**src/rtl/cotm32_pipeline_pkg.sv**
```systemverilog
// Shared pipeline-control types: scheduler states, per-register stall/flush
// pair and stage index constants.
package cotm32_pipeline_pkg;

  typedef enum logic [1:0] {
    INIT     = 2'd0,
    RUN      = 2'd1,
    MEM_WAIT = 2'd2,
    TRAP     = 2'd3
  } pipe_ctrl_state_t;

  typedef struct packed {
    logic stall;
    logic flush;
  } pipe_ctl_t;

  localparam int STG_IFID  = 0;
  localparam int STG_IDEX  = 1;
  localparam int STG_EXMEM = 2;
  localparam int STG_MEMWB = 3;
  localparam int NUM_STG   = 4;

  typedef pipe_ctl_t [NUM_STG-1:0] pipe_ctl_vec_t;

  // Bit i of st/fl controls the register at stage index i.
  function automatic pipe_ctl_vec_t ctl_vec(
    input logic [NUM_STG-1:0] st,
    input logic [NUM_STG-1:0] fl
  );
    pipe_ctl_vec_t v;
    for (int i = 0; i < NUM_STG; i++) begin
      v[i].stall = st[i];
      v[i].flush = fl[i];
    end
    return v;
  endfunction

endpackage

```
**src/rtl/pipe_hazard_unit.sv**
```systemverilog
// Combinational load-use hazard detect between the ID and EX stages.
module pipe_hazard_unit (
  input  logic       i_id_valid,
  input  logic [4:0] i_id_rs1,
  input  logic [4:0] i_id_rs2,
  input  logic       i_id_use_rs1,
  input  logic       i_id_use_rs2,
  input  logic       i_ex_valid,
  input  logic [4:0] i_ex_rd,
  input  logic       i_ex_is_load,
  output logic       o_load_use
);

  logic rs1_hit;
  logic rs2_hit;
  logic ld_live;

  assign ld_live = i_id_valid && i_ex_valid &&
                   i_ex_is_load && (i_ex_rd != 5'd0);
  assign rs1_hit = i_id_use_rs1 && (i_id_rs1 == i_ex_rd);
  assign rs2_hit = i_id_use_rs2 && (i_id_rs2 == i_ex_rd);

  assign o_load_use = ld_live && (rs1_hit || rs2_hit);

endmodule

```
**src/rtl/pipeline_ctrl.sv**
```systemverilog
// Stall/flush scheduler for the 5-stage pipeline.
// Define PIPE_CTRL_PERF_EN to add stall-cycle and flush-event counters.
module pipeline_ctrl
  import cotm32_pipeline_pkg::*;
#(
  parameter int MEM_TIMEOUT  = 64,
  parameter int TRAP_BUBBLES = 2
`ifdef PIPE_CTRL_PERF_EN
  ,
  parameter int PERF_CNT_W   = 32
`endif
) (
  input  logic       i_clk,
  input  logic       i_rst_n,
  input  logic       i_id_valid,
  input  logic [4:0] i_id_rs1,
  input  logic [4:0] i_id_rs2,
  input  logic       i_id_use_rs1,
  input  logic       i_id_use_rs2,
  input  logic       i_ex_valid,
  input  logic [4:0] i_ex_rd,
  input  logic       i_ex_is_load,
  input  logic       i_ex_busy,
  input  logic       i_ex_redirect,
  input  logic       i_mem_req,
  input  logic       i_mem_ready,
  input  logic       i_trap,
  output logic       o_pc_stall,
  output logic       o_stall_ifid,
  output logic       o_stall_idex,
  output logic       o_stall_exmem,
  output logic       o_stall_memwb,
  output logic       o_flush_ifid,
  output logic       o_flush_idex,
  output logic       o_flush_exmem,
  output logic       o_flush_memwb,
`ifdef PIPE_CTRL_PERF_EN
  output logic [PERF_CNT_W-1:0] o_perf_stall_cyc,
  output logic [PERF_CNT_W-1:0] o_perf_flush_evt,
`endif
  output logic [1:0] o_state,
  output logic       o_mem_timeout
);

  localparam int TCNT_W = $clog2(TRAP_BUBBLES + 1);
  localparam int WCNT_W = $clog2(MEM_TIMEOUT + 1);
  localparam logic [TCNT_W-1:0] TCNT_INIT =
    TCNT_W'(TRAP_BUBBLES - 1);
  localparam logic [WCNT_W-1:0] WCNT_MAX =
    WCNT_W'(MEM_TIMEOUT);

  pipe_ctrl_state_t  state_q, state_d;
  logic [TCNT_W-1:0] tcnt_q, tcnt_d;
  logic [WCNT_W-1:0] wcnt_q, wcnt_d;
  logic              timeout_q, timeout_d;

  pipe_ctl_vec_t ctl;
  logic          pc_stall;
  logic          load_use;
  logic          mem_wait;

  pipe_hazard_unit u_hazard (
    .i_id_valid   (i_id_valid),
    .i_id_rs1     (i_id_rs1),
    .i_id_rs2     (i_id_rs2),
    .i_id_use_rs1 (i_id_use_rs1),
    .i_id_use_rs2 (i_id_use_rs2),
    .i_ex_valid   (i_ex_valid),
    .i_ex_rd      (i_ex_rd),
    .i_ex_is_load (i_ex_is_load),
    .o_load_use   (load_use)
  );

  assign mem_wait = i_mem_req && !i_mem_ready;

  always_comb begin
    state_d  = state_q;
    tcnt_d   = tcnt_q;
    wcnt_d   = wcnt_q;
    pc_stall = 1'b0;
    ctl      = '0;
    unique case (state_q)
      INIT: begin
        ctl     = ctl_vec(4'b0000, 4'b1111);
        state_d = RUN;
      end
      RUN: begin
        if (i_trap) begin
          ctl     = ctl_vec(4'b0000, 4'b1111);
          state_d = TRAP;
          tcnt_d  = TCNT_INIT;
        end else if (mem_wait) begin
          pc_stall = 1'b1;
          ctl      = ctl_vec(4'b0111, 4'b1000);
          state_d  = MEM_WAIT;
          wcnt_d   = WCNT_W'(1);
        end else if (i_ex_busy) begin
          pc_stall = 1'b1;
          ctl      = ctl_vec(4'b0011, 4'b0100);
        end else if (i_ex_redirect) begin
          ctl = ctl_vec(4'b0000, 4'b0011);
        end else if (load_use) begin
          pc_stall = 1'b1;
          ctl      = ctl_vec(4'b0001, 4'b0010);
        end
      end
      MEM_WAIT: begin
        // A trap cannot commit while the MEM instruction is incomplete.
        if (!i_mem_ready) begin
          pc_stall = 1'b1;
          ctl      = ctl_vec(4'b0111, 4'b1000);
          if (wcnt_q != WCNT_MAX) begin
            wcnt_d = wcnt_q + 1'b1;
          end
        end else begin
          state_d = RUN;
        end
      end
      TRAP: begin
        ctl = ctl_vec(4'b0000, 4'b0001);
        if (i_trap) begin
          tcnt_d = TCNT_INIT;
        end else if (tcnt_q == '0) begin
          state_d = RUN;
        end else begin
          tcnt_d = tcnt_q - 1'b1;
        end
      end
      default: state_d = INIT;
    endcase
    timeout_d = timeout_q || (wcnt_d == WCNT_MAX);
  end

  always_ff @(posedge i_clk or negedge i_rst_n) begin
    if (!i_rst_n) begin
      state_q   <= INIT;
      tcnt_q    <= '0;
      wcnt_q    <= '0;
      timeout_q <= 1'b0;
    end else begin
      state_q   <= state_d;
      tcnt_q    <= tcnt_d;
      wcnt_q    <= wcnt_d;
      timeout_q <= timeout_d;
    end
  end

  assign o_pc_stall    = pc_stall;
  assign o_stall_ifid  = ctl[STG_IFID].stall;
  assign o_stall_idex  = ctl[STG_IDEX].stall;
  assign o_stall_exmem = ctl[STG_EXMEM].stall;
  assign o_stall_memwb = ctl[STG_MEMWB].stall;
  assign o_flush_ifid  = ctl[STG_IFID].flush;
  assign o_flush_idex  = ctl[STG_IDEX].flush;
  assign o_flush_exmem = ctl[STG_EXMEM].flush;
  assign o_flush_memwb = ctl[STG_MEMWB].flush;
  assign o_state       = state_q;
  assign o_mem_timeout = timeout_q;

`ifdef PIPE_CTRL_PERF_EN
  logic [PERF_CNT_W-1:0] stall_cyc_q, stall_cyc_d;
  logic [PERF_CNT_W-1:0] flush_evt_q, flush_evt_d;
  logic                  flush_evt;

  always_comb begin
    stall_cyc_d = stall_cyc_q;
    flush_evt_d = flush_evt_q;
    flush_evt   = 1'b0;
    for (int i = 0; i < NUM_STG; i++) begin
      flush_evt = flush_evt | ctl[i].flush;
    end
    flush_evt = flush_evt && (state_q != INIT);
    if (pc_stall && (stall_cyc_q != '1)) begin
      stall_cyc_d = stall_cyc_q + 1'b1;
    end
    if (flush_evt && (flush_evt_q != '1)) begin
      flush_evt_d = flush_evt_q + 1'b1;
    end
  end

  always_ff @(posedge i_clk or negedge i_rst_n) begin
    if (!i_rst_n) begin
      stall_cyc_q <= '0;
      flush_evt_q <= '0;
    end else begin
      stall_cyc_q <= stall_cyc_d;
      flush_evt_q <= flush_evt_d;
    end
  end

  assign o_perf_stall_cyc = stall_cyc_q;
  assign o_perf_flush_evt = flush_evt_q;
`endif

endmodule

```
**config.mk**
```make
export PLATFORM = sky130hd
export DESIGN_NAME = pipeline_ctrl
export DESIGN_NICKNAME = d
export VERILOG_FILES = /design/src/rtl/cotm32_pipeline_pkg.sv /design/src/rtl/pipe_hazard_unit.sv /design/src/rtl/pipeline_ctrl.sv
export SDC_FILE = /design/constraint.sdc
export NUM_CORES = 1
export LEC_CHECK = 0
export ABC_AREA = 1
export CAP_MARGIN = 0
export CORE_MARGIN = 2
export CORE_UTILIZATION = 45
export CTS_CLUSTER_DIAMETER = 80
export DETAILED_ROUTE_END_ITERATION = 10
export PLACE_DENSITY = 0.79
export REMOVE_ABC_BUFFERS = 1
export SYNTH_ARGS = -nofsm -noshare
export SYNTH_HDL_FRONTEND = slang
export SYNTH_SLANG_ARGS = --single-unit
```
**constraint.sdc**
```tcl
create_clock -name i_clk -period 3.3 [get_ports i_clk]
set_input_delay 0.825 -clock i_clk [delete_from_list [all_inputs] [get_ports i_clk]]
set_output_delay 0.825 -clock i_clk [all_outputs]
set_load 0.05 [all_outputs]
```
**After elaboration in Yosys (flattened, before gate mapping)**

Index checks and enable logic that the tools add are counted.
Widths: inputs -> output; s select.

- Flip-flop bits (word level): 12
- Output and inout bits: 12

- Add/subtract/negate cells: 2
- Eq/ne operators: 13
- Multiplexer cells: 29
- Reduce and logical (&&, ||, !) cells: 16

Operator list:

| kind | count |
|---|---|
| $mux 7 | 7 |
| $pmux 8 s4 | 1 |
| $mux 2 | 8 |
| $pmux 7 s2 | 1 |
| $eq 5x5->1 | 2 |
| $ne 2x2->1 const B | 4 |
| $pmux 2 s4 | 1 |
| $add 7x1->7 const B | 1 |
| $eq 7x7->1 const B | 1 |
| $logic_and 1x1->1 | 7 |
| $ne 7x7->1 const B | 1 |
| $mux 1 | 6 |
| $mux 3 | 2 |
| $ne 3x3->1 const B | 2 |
| $mux 5 | 1 |
| $reduce_bool 5->1 | 1 |
| $eq 2x2->1 const B | 2 |
| $logic_not 2->1 | 2 |
| $pmux 2 s2 | 1 |
| $reduce_and 4->1 | 1 |
| $reduce_and 3->1 | 1 |
| $eq 2x1->1 const B | 1 |
| $logic_or 1x1->1 | 2 |
| $pmux 1 s2 | 1 |
| 3 further kinds | 3 |

**Longest topological paths before layout**

- Depth after elaboration: 10
- Depth in mapped cells: 12
- Gate-level depth less buffers: 12

**By module**

From an unflattened synthesis, not the netlist that was laid out.

- Cells, all modules: 216
- Area, all modules: 1253.7 um^2

By module, submodules not included:

| module | instances | cells each | area an instance (um^2) |
|---|---|---|---|
| pipeline_ctrl | 1 | 161 | 1034.7 |
| pipe_hazard_unit | 1 | 55 | 219.0 |

**Worst setup path after synthesis**

OpenSTA, ideal clock, no wires.

- Kind: input to output
- From: input port i_ex_rd[1]
- To: output port o_flush_idex
- Arrival time: 2393 ps
- Slack: 82 ps
- Cell stages on the path: 7
- Cell sequence: inv_1 -> o21ai_0 -> nor2_1 -> nand4_1 -> nand2_1 -> nand3_1 -> o21ai_0

- Word-level cells in the longest chain between the ends: 10
- Elaborated cells on any way between the ends: 14

Ends and longest elaborated chain:

| element | RTL line | RTL |
|---|---|---|
| start: declaration | pipeline_ctrl.sv:21 | `input logic [4:0] i_ex_rd,` |
| $eq 5x5->1, on equally long branches | pipe_hazard_unit.sv:20, pipe_hazard_unit.sv:21 |  |
| $logic_and 1x1->1, on equally long branches | pipe_hazard_unit.sv:20, pipe_hazard_unit.sv:21 |  |
| $logic_or 1x1->1 | pipe_hazard_unit.sv:23 | `assign o_load_use = ld_live && (rs1_hit \|\| rs2_hit);` |
| $logic_and 1x1->1 * | pipe_hazard_unit.sv:23 |  |
| $mux 3 * | pipeline_ctrl.sv:102 | `end else if (load_use) begin` |
| $mux 3 * | pipeline_ctrl.sv:100 | `end else if (i_ex_redirect) begin` |
| $mux 5 * | pipeline_ctrl.sv:97 | `end else if (i_ex_busy) begin` |
| $mux 7 * | pipeline_ctrl.sv:92 | `end else if (mem_wait) begin` |
| $mux 7 * | pipeline_ctrl.sv:88 | `if (i_trap) begin` |
| $pmux 8 s4 * | pipeline_ctrl.sv:82 | `unique case (state_q)` |
| end: declaration | pipeline_ctrl.sv:34 | `output logic o_flush_idex,` |

Mark *: on every way between the ends. The rest lies on a longest branch, timed or not. The select of a mux whose other input is x is not followed.

**Worst setup path in the final report**

- From: input port i_ex_rd[0]
- To: output port o_pc_stall

- Word-level cells in the longest chain between the ends: 10
- Elaborated cells on any way between the ends: 14

Ends and longest elaborated chain:

| element | RTL line | RTL |
|---|---|---|
| $eq 5x5->1, on equally long branches | pipe_hazard_unit.sv:20, pipe_hazard_unit.sv:21 |  |
| $logic_and 1x1->1, on equally long branches | pipe_hazard_unit.sv:20, pipe_hazard_unit.sv:21 |  |
| $logic_or 1x1->1 | pipe_hazard_unit.sv:23 |  |
| $logic_and 1x1->1 * | pipe_hazard_unit.sv:23 |  |
| $mux 1 * | pipeline_ctrl.sv:102 |  |
| $mux 1 * | pipeline_ctrl.sv:100 |  |
| $mux 1 * | pipeline_ctrl.sv:97 |  |
| $mux 1 * | pipeline_ctrl.sv:92 |  |
| $mux 1 * | pipeline_ctrl.sv:88 |  |
| $pmux 1 s2 * | pipeline_ctrl.sv:82 |  |
| end: declaration | pipeline_ctrl.sv:28 | `output logic o_pc_stall,` |

Mark *: on every way between the ends. The rest lies on a longest branch, timed or not.

==> impl_metrics.py <==
metrics = {
    "logic_synthesis": {
        "synth_mux_area_share_pct": 0,
        "ys_ff_latch": 12,
        "yosys.area_share.adder_pct": 7.407,
        "post_synth_design_cell_area_um2": 1182,
        "yosys.area_share.xor_xnor_pct": 2.963,
        "syn_inst": 186,
        "async_flop_share_pct": 100.0,
        "synth_flop_cell": "dfrtp_1",
        "share_of_synthesized_area_occupied_by_flip_flops_and_latches_pct": 25.40,
        "synth_compound_gate_area_share_pct": 11.85,
        "combinational_family_with_the_most_area_after_synthesis": "simple AND/OR/NAND/NOR gates",
        "ys_types": 29,
        "yosysWarningCount": 0,
        "synthSimpleGateAreaFrac_pct": 41.06,
        "syn_area_per_cell_um2": 6.357,
        "synth_edf_count": 0,
    },
    "clocking": {
        "tritoncts": "yes",
        "cts-root-buf": "clkbuf_4",
        "cts_made_buffers": 3,
        "post-cts-setup-buffer-count": 0,
        "holdBufCountCts": 0,
        "cts.path.max_buffers": 2,
        "numClockSinks": 12,
        "cts.htree.levels": 1,
        "post_cts_resize_count": 1,
        "clk_transition_reported_paths_ns": 0.08,
        "clock_latency_ns": 0.27,
    },
    "global_route": {
        "grt-ovfl-total": 0,
        "first_global_vias": 1299,
        "grt_total_usage_pct": 20.96,
        "grt_first_pass_wirelength_um": 5375,
        "grt_antenna_before_repair": 0,
        "largest_net_degree_at_the_start_of_global_routing": 13,
    },
    "finish": {
        "flow.area_growth_from_synthesis_pct": 44.23,
        "ratio_of_cells_with_drive_above_1_in_the_final_layout_pct": 12.78,
        "n_antenna_cell": 0,
        "fillCellCount": 225,
        "finish.net_count": 262,
        "layout_commonest_cell": "nand2_1",
        "mostFrequentLayoutCells": "nand2_1, inv_1, clkdlybuf4s50_1",
    },
    "timing": {
        "fin_crit_sh_pct": 96.04,
        "grt_setup_unrepaired": "yes",
        "final_slew_violations": 0,
        "number_of_hold_slack_violations_in_the_final_timing_report": 0,
        "maxSlewHeadroom_pct": 65.17,
        "fin_tns_setup_ns": 0,
        "worst_pin_slew_ns": 0.5208,
        "fin_worst_skew_ns": 0.005187,
        "achievable-frequency_ghz": 0.3155,
        "finalSetupViolations": 0,
        "fin_crit_ns": 3.169,
    },
    "power": {
        "p_leak_uw": 0.0008365,
        "design_power_total_uw": 1261,
        "ir_worst_vdd_mv": 0.8713,
        "power_density_nw_per_um2": 739.7,
    },
    "setup_path": {
        "critPathMaxStageDelay_ns": 0.50,
        "crit-reg2reg-launch": "o_state[0]",
        "worst_ep_required_ns": 2.47,
        "critical-path-top-delay-family": "buffers and inverters",
        "critical_path.cell_chain": "clkdlybuf4s50_1, inv_1, nand2_1, nand2_1, a21oi_1, nand4_1, nand2_1, nand3_1, nand2_1, nand2_1, nor2_1, buf_12",
        "critPathCaptureType": "primary output",
        "critPathKind": "primary input to primary output",
        "critical_path_arrival_ns": 2.34,
        "worst_path_max_delay_cell": "clkdlybuf4s50_1",
        "critical_path.startpoint": "i_ex_rd[0]",
        "path_max_fanout": 3,
        "crit_path_frequent_cell": "nand2_1",
        "critical_path.n_buffers_inverters": 3,
        "critPathLaunchType": "primary input",
    },
    "place": {
        "hpwlAfterDp_um": 2603,
        "final_replace_weighted_congestion": 0.9385,
        "placement.io_buffers": 37,
    },
    "routing": {
        "routedWlPerCell_um": 11.77,
        "detail_route.vias_per_cell": 5.171,
        "firstDrtPassIters": 4,
        "drt-initial-drc-count": 42,
        "final_antenna_net_count": 0,
        "met3_wirelength_um": 165,
        "drt-total-wl_um": 3025,
        "drc_violation_count_after_routing": 0,
        "num_vias": 1329,
        "met1_length_um": 1234,
        "met2WireLength_um": 1625,
        "top_layer_used": "met3",
    },
    "floorplanning": {
        "standard_cell_core_area_um2": 2477,
        "fp-row-count": 18,
        "ios": 39,
        "die_width_um": 55.26,
        "die_y_um": 55.26,
        "die_area_um2": 3054,
        "start_util_pct": 47.73,
    },
    "hold_path": {
        "hold_path.class": "flop to flop",
        "hp_start": "o_mem_timeout",
    },
    "job": {
        "max_cap_violations": 0,
    },
    "outcome": {
        "status": "finished clean",
    },
}
## layout make-up
| type | instances | area (µm²) | share of cell area (%) |
|---|---|---|---|
| multi-input cells | 141 | 752.0 | 44.09 |
| repair buffers | 38 | 456.7 | 26.78 |
| flip-flops and latches | 12 | 300.3 | 17.61 |
| inverters | 32 | 122.6 | 7.190 |
| well taps | 30 | 37.54 | 2.201 |
| clock buffers | 4 | 36.28 | 2.128 |
## per-layer routing
layer / track usage, % / up-vias
li1: - / 676
met1: 24.27 / 610
met2: 39.29 / 43
met3: 5.855 / 0
met4: 2.091 / 0
met5: 0 / -
## per-stage QoR
step / util (%) / area, µm² / setup WS (ns) / std cells / hold WS [ns]
after floorplan: - / 1175 / 0.08169 / 185 / 0.4464
after global placement: 67.42 / 1670 / 0.09119 / 253 / 0.4446
after detailed placement: 67.42 / 1670 / -0.002712 / 253 / 0.4586
after CTS: 68.84 / 1705 / 0.1036 / 257 / 0.4778
after global routing: 68.84 / 1705 / -0.05519 / 257 / 0.5056
final: 68.84 / 1705 / 0.1308 / 257 / 0.4740
## registers in the layout (all words and copies together) (netlist names)
register	cells
tcnt_q	2
o_state	2
o_mem_timeout	1
wcnt_q	7
## cell families (layout without fill, tap and decap cells)
kind of cell	count (synthesis)	after routing
AOI/OAI and AO/OA	23	23
xor gates and xnor gates	4	4
adders and majority gates	7	7
buffers and inverters	33	74
DFF	12	12
other	1	1
and+or+nand+nor	106	106
## cell usage after synthesis, types with 5 or more instances
| cell | number | area share, % |
|---|---|---|
| nand2_1 | 42 | 13 |
| inv_1 | 30 | 9.5 |
| nor2_1 | 27 | 8.6 |
| nand3_1 | 15 | 6.3 |
| dfrtp_1 | 12 | 25 |
| a21oi_1 | 9 | 3.8 |
| ha_1 | 7 | 7.4 |
| nand2_2 | 7 | 3.7 |
| o21ai_0 | 7 | 3.0 |
| nand4_1 | 5 | 2.6 |
## worst min-delay path, stage by stage, from the launching register on
cell,delay [ns]
dfrtp_1,0.35
inv_1,0.05
o21ai_2,0.04
## worst paths after layout
path / endpoint / slack, ns / cells past startpoint
max reg2reg: o_mem_timeout / 1.56 / 9
min in group asynchronous: wcnt_q[4] / 0.89 / 1
min: o_mem_timeout / 0.47 / 2
max: o_pc_stall / 0.13 / 12
min reg2reg: o_mem_timeout / 0.47 / 2
max in group asynchronous: o_state[0] / 2.06 / 1
## where the power goes
group          internal (µW)  switching, µW  total [µW]
Sequential               171           26.4         198
Clock                   67.0           48.0         115
Combinational            383            566         949
Total                    621            640        1260
Power figures use the tool's default switching activity.
